<file path="src/rtl/lz4_match_addr_gen.sv">
// LZ4 decoder match address generator: tracks the absolute output byte count and
// turns (offset, length) match commands into overlap-safe copy beats of up to 4 bytes.
module lz4_match_addr_gen #(
  parameter int HIST_AW = 16,
  parameter int LEN_W   = 16
) (
  input  logic               clk,
  input  logic               rstN,
  input  logic               lit_valid,
  output logic               lit_ready,
  input  logic [2:0]         lit_bytes,
  input  logic               match_valid,
  output logic               match_ready,
  input  logic [15:0]        match_offset,
  input  logic [LEN_W-1:0]   match_len,
  output logic               cp_valid,
  input  logic               cp_ready,
  output logic [2:0]         cp_bytes,
  output logic [HIST_AW-1:0] cp_rd_addr,
  output logic [HIST_AW-1:0] cp_wr_addr,
  output logic [31:0]        wr_abs_addr,
  output logic               busy,
  output logic               err
);

  typedef enum logic {IDLE, COPY} state_t;

  state_t               state, state_nxt;
  logic [31:0]          wr_cnt;
  logic [HIST_AW-1:0]   rd_ptr;
  logic [LEN_W-1:0]     remain;
  logic [15:0]          off_r;

  logic                 lit_acc, lit_bad;
  logic                 match_acc, match_bad;
  logic                 beat_acc, last_beat;
  logic [2:0]           lim_off, beat_n;
  logic [LEN_W-1:0]     beat_n_ext;

  assign lit_ready   = (state == IDLE);
  assign match_ready = (state == IDLE) & ~lit_valid;
  assign lit_acc     = lit_valid & lit_ready;
  assign lit_bad     = lit_bytes > 3'd4;
  assign match_acc   = match_valid & match_ready;
  // Offset reaching before byte 0 of the stream cannot be resolved.
  assign match_bad   = (match_offset == 16'd0) | ({16'd0, match_offset} > wr_cnt) |
                       (match_len == '0);

  // Beat size never exceeds the match distance, so every read byte is already written.
  assign lim_off     = (off_r < 16'd4) ? off_r[2:0] : 3'd4;
  assign beat_n_ext  = {{(LEN_W-3){1'b0}}, lim_off};
  assign beat_n      = (remain < beat_n_ext) ? remain[2:0] : lim_off;
  assign last_beat   = (remain == {{(LEN_W-3){1'b0}}, beat_n});
  assign beat_acc    = cp_valid & cp_ready;

  assign cp_valid    = (state == COPY);
  assign busy        = cp_valid;
  assign cp_bytes    = cp_valid ? beat_n : 3'd0;
  assign cp_rd_addr  = cp_valid ? rd_ptr : '0;
  assign cp_wr_addr  = cp_valid ? wr_cnt[HIST_AW-1:0] : '0;
  assign wr_abs_addr = wr_cnt;

  always_ff @(posedge clk or negedge rstN) begin
    if (!rstN) state <= IDLE;
    else       state <= state_nxt;
  end

  always_comb begin
    state_nxt = state;
    case (state)
      IDLE:    if (match_acc && !match_bad) state_nxt = COPY;
      COPY:    if (beat_acc && last_beat)   state_nxt = IDLE;
      default: state_nxt = IDLE;
    endcase
  end

  always_ff @(posedge clk or negedge rstN) begin
    if (!rstN) begin
      wr_cnt <= '0;
      rd_ptr <= '0;
      remain <= '0;
      off_r  <= '0;
      err    <= 1'b0;
    end else begin
      if (lit_acc) begin
        if (lit_bad) err    <= 1'b1;
        else         wr_cnt <= wr_cnt + 32'(lit_bytes);
      end
      if (match_acc) begin
        if (match_bad) begin
          err <= 1'b1;
        end else begin
          rd_ptr <= HIST_AW'(wr_cnt - {16'd0, match_offset});
          remain <= match_len;
          off_r  <= match_offset;
        end
      end
      if (beat_acc) begin
        rd_ptr <= rd_ptr + HIST_AW'(beat_n);
        wr_cnt <= wr_cnt + 32'(beat_n);
        remain <= remain - beat_n_ext;
      end
    end
  end

endmodule

</file>
<file path="config.mk">
export PLATFORM = sky130hd
export DESIGN_NAME = lz4_match_addr_gen
export DESIGN_NICKNAME = d
export VERILOG_FILES = /design/src/rtl/lz4_match_addr_gen.sv
export SDC_FILE = /design/constraint.sdc
export NUM_CORES = 1
export LEC_CHECK = 0
export CORE_ASPECT_RATIO = 0.75
export CORE_UTILIZATION = 50
export DETAILED_ROUTE_END_ITERATION = 8
export PLACE_DENSITY = 0.89
export SLEW_MARGIN = 0
export SYNTH_ARGS = -nofsm -noshare
export SYNTH_HDL_FRONTEND = slang
export SYNTH_SLANG_ARGS = --single-unit
export TNS_END_PERCENT = 20
</file>
<file path="constraint.sdc">
create_clock -name clk -period 5.1 [get_ports clk]
set_input_delay 0.765 -clock clk [delete_from_list [all_inputs] [get_ports clk]]
set_output_delay 0.765 -clock clk [all_outputs]
set_load 0.1 [all_outputs]
</file>
=== Yosys cells after proc, flatten, opt, wreduce, memory -nomap -nowiden ===
Index checks and enable logic that the tools add are counted.

* $add $sub $neg: 5
* $mul: 0
* Divide/modulo/power cells: 0
* $lt $le $gt $ge: 4
* Equal/unequal tests: 3
* Shift-type cells: 0
* Muxes and demuxes: 21
* Bitwise operators: 9
* Reduce and logical (&&, ||, !) cells: 10

{| class="wikitable"
|+ Operators by type and width
! operator !! number
|-
| 2-to-1 mux 16 bit || 8
|-
| 2-to-1 mux 32 bit || 3
|-
| adder 32 x 3 -> 32 bit || 2
|-
| > comparator 16 x 32 -> 1 bit || 1
|-
| logical NOT 16 bit || 2
|-
| adder 16 x 3 -> 16 bit || 1
|-
| equality test 16 x 3 -> 1 bit || 1
|-
| < comparator 16 x 3 -> 1 bit || 1
|-
| < comparator 16 x 3 -> 1 bit, second input constant || 1
|-
| subtractor 16 bit || 1
|-
| subtractor 16 x 3 -> 16 bit || 1
|-
| 2-to-1 mux 3 bit || 3
|-
| 2-to-1 mux 1 bit || 6
|-
| AND reduction 2 bit || 3
|-
| bitwise AND 1 bit || 4
|-
| inequality test 2 x 1 -> 1 bit, second input constant || 2
|-
| nonzero test 2 bit || 2
|-
| > comparator 3 bit, second input constant || 1
|-
| inverter 1 bit || 3
|-
| logical AND 1 bit || 2
|-
| OR 1 bit || 2
|-
| case mux 1 bit (2 select lines) || 1
|-
| logical NOT 1 bit || 1
|}

* Register bits after elaboration: 82
* Bits in latches: 0
* Memory bits (writable): 0
* Bits in read-only memories: 0
* Memories kept: 0

=== Depth between registers and ports, before layout ===
Gate-level depths: netlist of the first run.

* Depth in word-level cells: 8
* Depth in mapped cells: 22
* Depth with buffers taken out: 20

=== Worst setup path after synthesis of the first run ===
No wires, ideal clock.

* Path kind: flip-flop to flip-flop
* Start: register off_r[6]
* End: register wr_cnt[24] (netlist: wr_abs_addr[24])
* Data arrival time: 4448 ps
* Setup slack: 490 ps
* Cell stages (with the launch flop): 23
* Buffers on the path: 2
* Clock period less this slack: 4610 ps
* Path through: dfrtp_1 > nor4_1 > and4_1 > clkbuf_1 > and2_1 > ha_1 > fa_1 > nor2b_1 > or4b_1 > nor3_2 > mux2i_1 > o21ai_0 > ha_1 > inv_1 > fa_1 > inv_1 > a21oi_1 > or3_1 > buf_2 > nor3b_4 > nand2_1 > nor2_1 > xor2_1

* Longest elaborated chain between the ends: 6

{| class="wikitable"
|+ RTL lines
! item !! line !! text
|-
| start: declaration || 32 || <nowiki>logic [15:0] off_r;</nowiki>
|-
| start signal: assignment || 95 || <nowiki>off_r <= match_offset;</nowiki>
|-
| < comparator 16 x 3 -> 1 bit * || 50 || <nowiki>assign lim_off = (off_r < 16'd4) ? off_r[2:0] : 3'd4;</nowiki>
|-
| 2-to-1 mux 3 bit * || 50 ||
|-
| < comparator 16 x 3 -> 1 bit || 52 || <nowiki>assign beat_n = (remain < beat_n_ext) ? remain[2:0] : lim_off;</nowiki>
|-
| 2-to-1 mux 3 bit * || 52 ||
|-
| adder 32 x 3 -> 32 bit * || 100 || <nowiki>wr_cnt <= wr_cnt + 32'(beat_n);</nowiki>
|-
| 2-to-1 mux 32 bit * || 98 || <nowiki>if (beat_acc) begin</nowiki>
|-
| end signal: assignment || 87 || <nowiki>else wr_cnt <= wr_cnt + 32'(lit_bytes);</nowiki>
|-
| end signal: assignment || 100 ||
|-
| end: declaration || 29 || <nowiki>logic [31:0] wr_cnt;</nowiki>
|}

Mark *: on every way between the ends. The rest lies on a longest branch, timed or not.
A chain may end at the register's enable or synchronous reset.

=== Final worst setup path of the first run ===
* Start: register off_r[15]
* End: register wr_cnt[18] (netlist: wr_abs_addr[18])

The elaborated chain is that of the path after synthesis.

==> flow_metrics.env, run 1 <==
export IMPL_finalSetupViolCount=0
export IMPL_design_core_area_um2=11000
export IMPL_whs_endpoint="err"
export IMPL_slew_headroom=0.277
export IMPL_clkLatencyLatePin_ns=0.34
export IMPL_htreeDepth=3
export IMPL_critPathRequiredTime_ns=5.32
export IMPL_fp_dieH_um=94.1
export IMPL_initial_core_util=0.515
export IMPL_first_global_vias=5202
export IMPL_dr_total_vias=5374
export IMPL_ys_flop_type="dfrtp_1"
export IMPL_syn_area_um2=5660
export IMPL_worstSetupPathType="flop to flop"
export IMPL_drt_pre_antenna_iters=7
export IMPL_outcome="complete, but fails checks"
export IMPL_diodes=0
export IMPL_hpwl_um=11900
export IMPL_ir_drop_mv=0.542
export IMPL_synth_cell_types=61
export IMPL_yosysMostFrequentCell="dfrtp_1"
export IMPL_ys_warn_count=0
export IMPL_routed_via_density=5.93
export IMPL_drt_iter0_markers=472
export IMPL_cellPowerDensity_nw_per_um2=589
export IMPL_synth_cells=654
export IMPL_cts_hold_buf=0
export IMPL_track_usage=0.278
export IMPL_leakagePower_nw=3.20
export IMPL_r2r_end="wr_abs_addr[18]"
export IMPL_p_total_mw=4.26
export IMPL_drc=8
export IMPL_numPortBuffers=111
export IMPL_cts_root_buf="clkbuf_16"
export IMPL_max_clock_path_buffers=2
export IMPL_dieArea_um2=11700
export IMPL_critPathSlowestCell="or4b_4"
export IMPL_reg2reg_from="off_r[15]"
export IMPL_synthTopCellsByArea="dfrtp_1 36%, ha_1 8.8%, xnor2_1 5.6%"
export IMPL_n_fill_cell=869
export IMPL_hold_viol=0
export IMPL_drv_cap=0
export IMPL_fin_util=0.659
export IMPL_antenna_found_initial=0
export IMPL_min_from="err"
export IMPL_cp_slowest_stage_delay_ns=0.54
export IMPL_area_growth_pct=27.9
export IMPL_die_x_um=125
export IMPL_hold_path_class="flop to flop"
export IMPL_io_pins=112
export IMPL_place_congestion=0.965
export IMPL_worstMarginPinSlew_ns=1.08
export IMPL_worstSetupEndpointType="flop"
export IMPL_fin_nets=846
export IMPL_synth_seq_area_share=0.363
export IMPL_post_drt_wl_per_cell_um=17.7
export IMPL_rows=33
export IMPL_crit_fanout=5
export IMPL_min_period_ns=4.82
export IMPL_final_layout_size_suffix_gt1_frac=0.0626
export IMPL_wl_um=16100
export IMPL_fin_crit_sh=0.946
export IMPL_synth_avg_cell_area_um2=8.65
export IMPL_yosys_top_cells_count="82 x dfrtp_1, 69 x nand2_1, 66 x nor2_1"
export IMPL_r2r_setup_slack_ns=0.28
export IMPL_synth_seq_cells=82
export IMPL_final_area_um2=7230
export IMPL_cts_sinks=82
export IMPL_synth_nets=738
export IMPL_cts_tree="built"
export IMPL_fmax_mhz=207
export IMPL_violations="design-rule violations"
export IMPL_grt_max_degree=83
export IMPL_hold_path_depth=1
export IMPL_r2r_cells=20
export IMPL_dpl_cell_area_um2=6850
export IMPL_clock_skew_ns=0.00961
export IMPL_worst_setup_path_start_kind="flop"
export IMPL_synth_edf_count=0
export IMPL_yosysTopAreaCell="dfrtp_1"
export IMPL_slew_violations=0
export IMPL_clk_pin_slew_worst_paths_ns=0.07
export IMPL_detail_route_antenna_nets=0
export IMPL_crit_chain="nor4_2 -> and4_4 -> and2_1 -> ha_1 -> fa_1 -> nor2b_1 -> or4b_4 -> nor3_4 -> mux2i_1 -> o21ai_0 -> ha_1 -> inv_1 -> fa_1 -> inv_1 -> a21oi_1 -> or3_1 -> nor3b_4 -> buf_4 -> nand4_1 -> xnor2_1"
export IMPL_worstPathArrival_ns=5.04
export IMPL_grt_ovfl_total=0
export IMPL_grt_pass1_wl_um=25700
export IMPL_cts_made_buffers=9
export IMPL_synth_top_cell_area_share=0.363
export IMPL_async_flop_share=1.00
## state kept, by name, indices dropped and copies added, names as in the netlist
register / flops
rd_ptr: 16
off_r: 16
remain: 16
err: 1
wr_abs_addr: 32
busy: 1
## critical path, delay by kind of cell (launching register included)
family / cells / cell delay [ns]
AND/OR/NAND/NOR: 9 / 2.39
adder cells (fa/ha/maj): 4 / 1.03
flip-flops: 1 / 0.40
buffers and inverters: 3 / 0.30
AO/OA/AOI/OAI: 2 / 0.27
multiplexers: 1 / 0.16
XOR/XNOR: 1 / 0.16
## how the worst max path moves through the flow
stage / from / endpoint / slack (ns) / cells past startpoint
floorplan: off_r[6] / wr_abs_addr[24] / 0.49 / 22
detailed placement: off_r[15] / wr_abs_addr[24] / 0.13 / 20
global route: off_r[10] / wr_abs_addr[20] / -0.02 / 20
global placement: off_r[15] / wr_abs_addr[26] / 0.39 / 20
finish: off_r[15] / wr_abs_addr[18] / 0.28 / 20
CTS: off_r[15] / wr_abs_addr[24] / 0.09 / 20
## stage by stage
step	cells	setup TNS (ns)	hold WS [ns]	setup WS [ns]
after global routing	907	-0.0373	0.500	-0.0200
after floorplan	654	0	0.446	0.490
after global placement	888	0	0.460	0.385
after detailed placement	888	0	0.475	0.126
after CTS	904	0	0.489	0.0908
final	907	0	0.480	0.277
## placed cells by master, fill, tap and decap left out, drive strengths merged, types with 7 or more instances in the layout
cell type      count
and2              20
buf               14
nand2             69
nor2              67
clkdlybuf4s50    107
inv               53
ha                40
a211oi             7
mux2i              7
and3               8
dfrtp             82
nor2b              8
nor4              19
nor3              18
nand3             27
xor2              14
nand4             14
clkbuf            11
a21oi             28
xnor2             36
o21ai             39
## kinds of logic after synthesis
kind of cell	count (synthesis)	synth area share
flip-flops	82	0.363
XOR/XNOR	50	0.0774
multiplexers	11	0.0203
AO/OA/AOI/OAI	117	0.135
buffers and inverters	77	0.0591
AND/OR/NAND/NOR	273	0.243
adder cells (fa/ha/maj)	44	0.103
## area by class of cell
type / count / area, um^2 / area share
clock inverter: 5 / 86.3 / 0.0119
tap: 140 / 175 / 0.0242
inverter: 53 / 199 / 0.0275
clock buffer: 11 / 243 / 0.0336
timing repair buffer: 121 / 1180 / 0.163
multi-input combinational: 495 / 3300 / 0.456
sequential: 82 / 2050 / 0.284
## per-layer routing
| metal | wire length, um | vias to the layer above | global-route usage |
|---|---|---|---|
| li1 | - | 2489 | - |
| met1 | 7240 | 2595 | 0.382 |
| met2 | 7220 | 247 | 0.433 |
| met3 | 1230 | 43 | 0.0632 |
| met4 | 399 | 0 | 0.0935 |
| met5 | 0 | - | 0 |
## report_power, final
part	switching (mW)	internal, mW
logic	1.76	0.729
clock network	0.273	0.446
registers	0.222	0.836
## timing repair
| item | CTS | global route |
|---|---|---|
| setup buffers | 0 | 3 |
| gates resized for setup | 0 | 7 |
| setup endpoints to repair | 0 | 16 |
Power figures use the tool's default switching activity.
==> inputs of run 2 (changes only) <==
--- a/config.mk
+++ b/config.mk
@@ -9,6 +9,7 @@
 export CORE_UTILIZATION = 50
 export DETAILED_ROUTE_END_ITERATION = 8
 export PLACE_DENSITY = 0.89
+export RECOVER_POWER = 100
 export SLEW_MARGIN = 0
 export SYNTH_ARGS = -nofsm -noshare
 export SYNTH_HDL_FRONTEND = slang
==> run 2 against run 1 <==
The run ends with design-rule violations, max-capacitance violations, max-slew violations left. Via count grew 1.4%. Largest cell class unchanged. Sequential cell count unchanged. Non-clock buffer count stayed put. Global-route usage unchanged. Largest power group unchanged. Final area decreased by 0.14%. Clock skew about the same. Highest routed layer unchanged. Count of clock-buffer cells in the layout unchanged. Clock power about the same. Sequential power about the same. Cell count is the same. Power shrank 1.1%.
==> flow_metrics.env, run 2 (synthesized netlist as in run 1, its figures left out) <==
export IMPL_worstMarginPinSlew_ns=2.10
export IMPL_worst_setup_path_start_kind="flop"
export IMPL_min_period_ns=4.82
export IMPL_min_from="err"
export IMPL_slew_violations=142
export IMPL_r2r_setup_slack_ns=0.28
export IMPL_slew_headroom=-0.403
export IMPL_worstPathArrival_ns=5.04
export IMPL_dp_slack_ns=0.126
export IMPL_crit_chain="nor4_2 -> and4_4 -> and2_1 -> ha_1 -> fa_1 -> nor2b_1 -> or4b_4 -> nor3_4 -> mux2i_1 -> o21ai_0 -> ha_1 -> inv_1 -> fa_1 -> inv_1 -> a21oi_1 -> or3_1 -> nor3b_4 -> buf_4 -> nand4_1 -> xnor2_1"
export IMPL_critPathTopFamily="simple AND/OR/NAND/NOR gates"
export IMPL_dr_total_vias=5450
export IMPL_clock_skew_ns=0.00929
export IMPL_dieArea_um2=11700
export IMPL_use_met2=0.433
export IMPL_worstSetupEndpointType="flop"
export IMPL_fin_crit_sh=0.946
export IMPL_cts_sinks=82
export IMPL_place_congestion=0.965
export IMPL_violations="design-rule violations, max-capacitance violations, max-slew violations"
export IMPL_area_growth_pct=27.7
export IMPL_numPortBuffers=111
export IMPL_design_core_area_um2=11000
export IMPL_critPathRequiredTime_ns=5.32
export IMPL_finalSetupViolCount=0
export IMPL_cts_root_buf="clkbuf_16"
export IMPL_outcome="complete, but fails checks"
export IMPL_ir_drop_mv=0.524
export IMPL_grt_pass1_wl_um=25700
export IMPL_track_usage=0.278
export IMPL_rows=33
export IMPL_fin_nets=846
export IMPL_diodes=0
export IMPL_hold_path_depth=1
export IMPL_routed_via_density=6.01
export IMPL_hpwl_um=11900
export IMPL_cellPowerDensity_nw_per_um2=584
export IMPL_die_x_um=125
export IMPL_reg2reg_from="off_r[15]"
export IMPL_clk_pin_slew_worst_paths_ns=0.06
export IMPL_wl_um=16100
export IMPL_crit_fanout=5
export IMPL_cp_slowest_stage_delay_ns=0.54
export IMPL_regArea_um2=2050
export IMPL_htreeDepth=3
export IMPL_p_total_mw=4.22
export IMPL_grt_ovfl_total=0
export IMPL_detail_route_antenna_nets=0
export IMPL_drt_pre_antenna_iters=8
export IMPL_clkLatencyLatePin_ns=0.34
export IMPL_io_pins=112
export IMPL_n_fill_cell=871
export IMPL_final_layout_size_suffix_gt1_frac=0.0613
export IMPL_first_global_vias=5202
export IMPL_fp_dieH_um=94.1
export IMPL_whs_endpoint="err"
export IMPL_post_drt_wl_per_cell_um=17.8
export IMPL_place_inst=888
export IMPL_max_clock_path_buffers=2
export IMPL_hold_path_class="flop to flop"
export IMPL_path_buf_inv=3
export IMPL_r2r_end="wr_abs_addr[18]"
export IMPL_leakagePower_nw=3.27
export IMPL_fin_ws_ns=0.276
export IMPL_fmax_mhz=207
export IMPL_multi_input_area_um2=3290
export IMPL_critPathSlowestCell="or4b_4"
export IMPL_drv_cap=2
export IMPL_fin_util=0.658
export IMPL_layout_commonest_cell="dfrtp_1"
export IMPL_cts_tree="built"
export IMPL_met3_usage=0.0632
export IMPL_drt_iter0_markers=483
export IMPL_grt_max_degree=83
export IMPL_worstSetupPathType="flop to flop"
export IMPL_initial_core_util=0.515
export IMPL_drc=8
export IMPL_r2r_cells=20
export IMPL_final_cell_mix="82 x dfrtp_1, 69 x nand2_1, 66 x nor2_1, 62 x dlygate4sd3_1, 52 x inv_1"
export IMPL_busiest_layer="met2"
export IMPL_cts_made_buffers=9
export IMPL_antenna_found_initial=0
export IMPL_hold_viol=0
export IMPL_path_depth=20
export IMPL_stdcell_count=907
export IMPL_largest_reg_flops=32
export IMPL_cts_hold_buf=0
export IMPL_grtUsageMet1=0.382
## run 2: cell types whose count changed in the layout (fill, tap and decap cells not counted)
cell | previous run | this run
dlygate4sd3_1 | 0 | 62
or2_1 | 0 | 1
or2_4 | 1 | 0
o21ai_0 | 20 | 33
o21ai_1 | 19 | 6
clkbuf_2 | 0 | 1
nor2_2 | 0 | 1
clkdlybuf4s50_1 | 107 | 45
buf_4 | 14 | 13
nor2_4 | 1 | 0
## run 2: power breakdown
| group | internal, mW | leakage, nW | switching (mW) |
|---|---|---|---|
| combinational | 0.687 | 2.09 | 1.76 |
| clock | 0.446 | 0.160 | 0.271 |
| sequential | 0.836 | 1.02 | 0.219 |
| total | 1.97 | 3.27 | 2.25 |
## run 2: worst max path at each step
stage              start              end  slack, ns
6_report       off_r[15]  wr_abs_addr[18]       0.28
5_1_grt        off_r[10]  wr_abs_addr[20]      -0.02
4_1_cts        off_r[15]  wr_abs_addr[24]       0.09
3_5_place_dp   off_r[15]  wr_abs_addr[24]       0.13
3_3_place_gp   off_r[15]  wr_abs_addr[26]       0.39
2_1_floorplan   off_r[6]  wr_abs_addr[24]       0.49
## run 2: area by class of cell
| class | instances | area share |
|---|---|---|
| multi-input cells | 495 | 0.456 |
| flip-flops and latches | 82 | 0.284 |
| repair buffers | 121 | 0.162 |
| inverters | 53 | 0.0275 |
| clock buffers | 11 | 0.0336 |
| clock inverters | 5 | 0.0120 |
| well taps | 140 | 0.0243 |
## run 2: metal layers
metal  vias up  share of wire
met5         -              0
met2       300           0.44
met1      2617           0.44
met4         0          0.025
li1       2489              -
met3        44          0.087
## run 2: through the flow
| step | area, um^2 | hold WS [ns] | TNS (ns) |
|---|---|---|---|
| 2_1_floorplan | 5660 | 0.446 | 0 |
| 3_3_place_gp | 6850 | 0.460 | 0 |
| 3_5_place_dp | 6850 | 0.475 | 0 |
| 4_1_cts | 7180 | 0.489 | 0 |
| 5_1_grt | 7220 | 0.495 | -0.0367 |
| 6_report | 7220 | 0.475 | 0 |
## run 2: timing repair
action | 4_1_cts | 5_1_grt
buffers inserted | 0 | 3
endpoints found under the setup margin | 0 | 16
gates resized for setup | 0 | 7
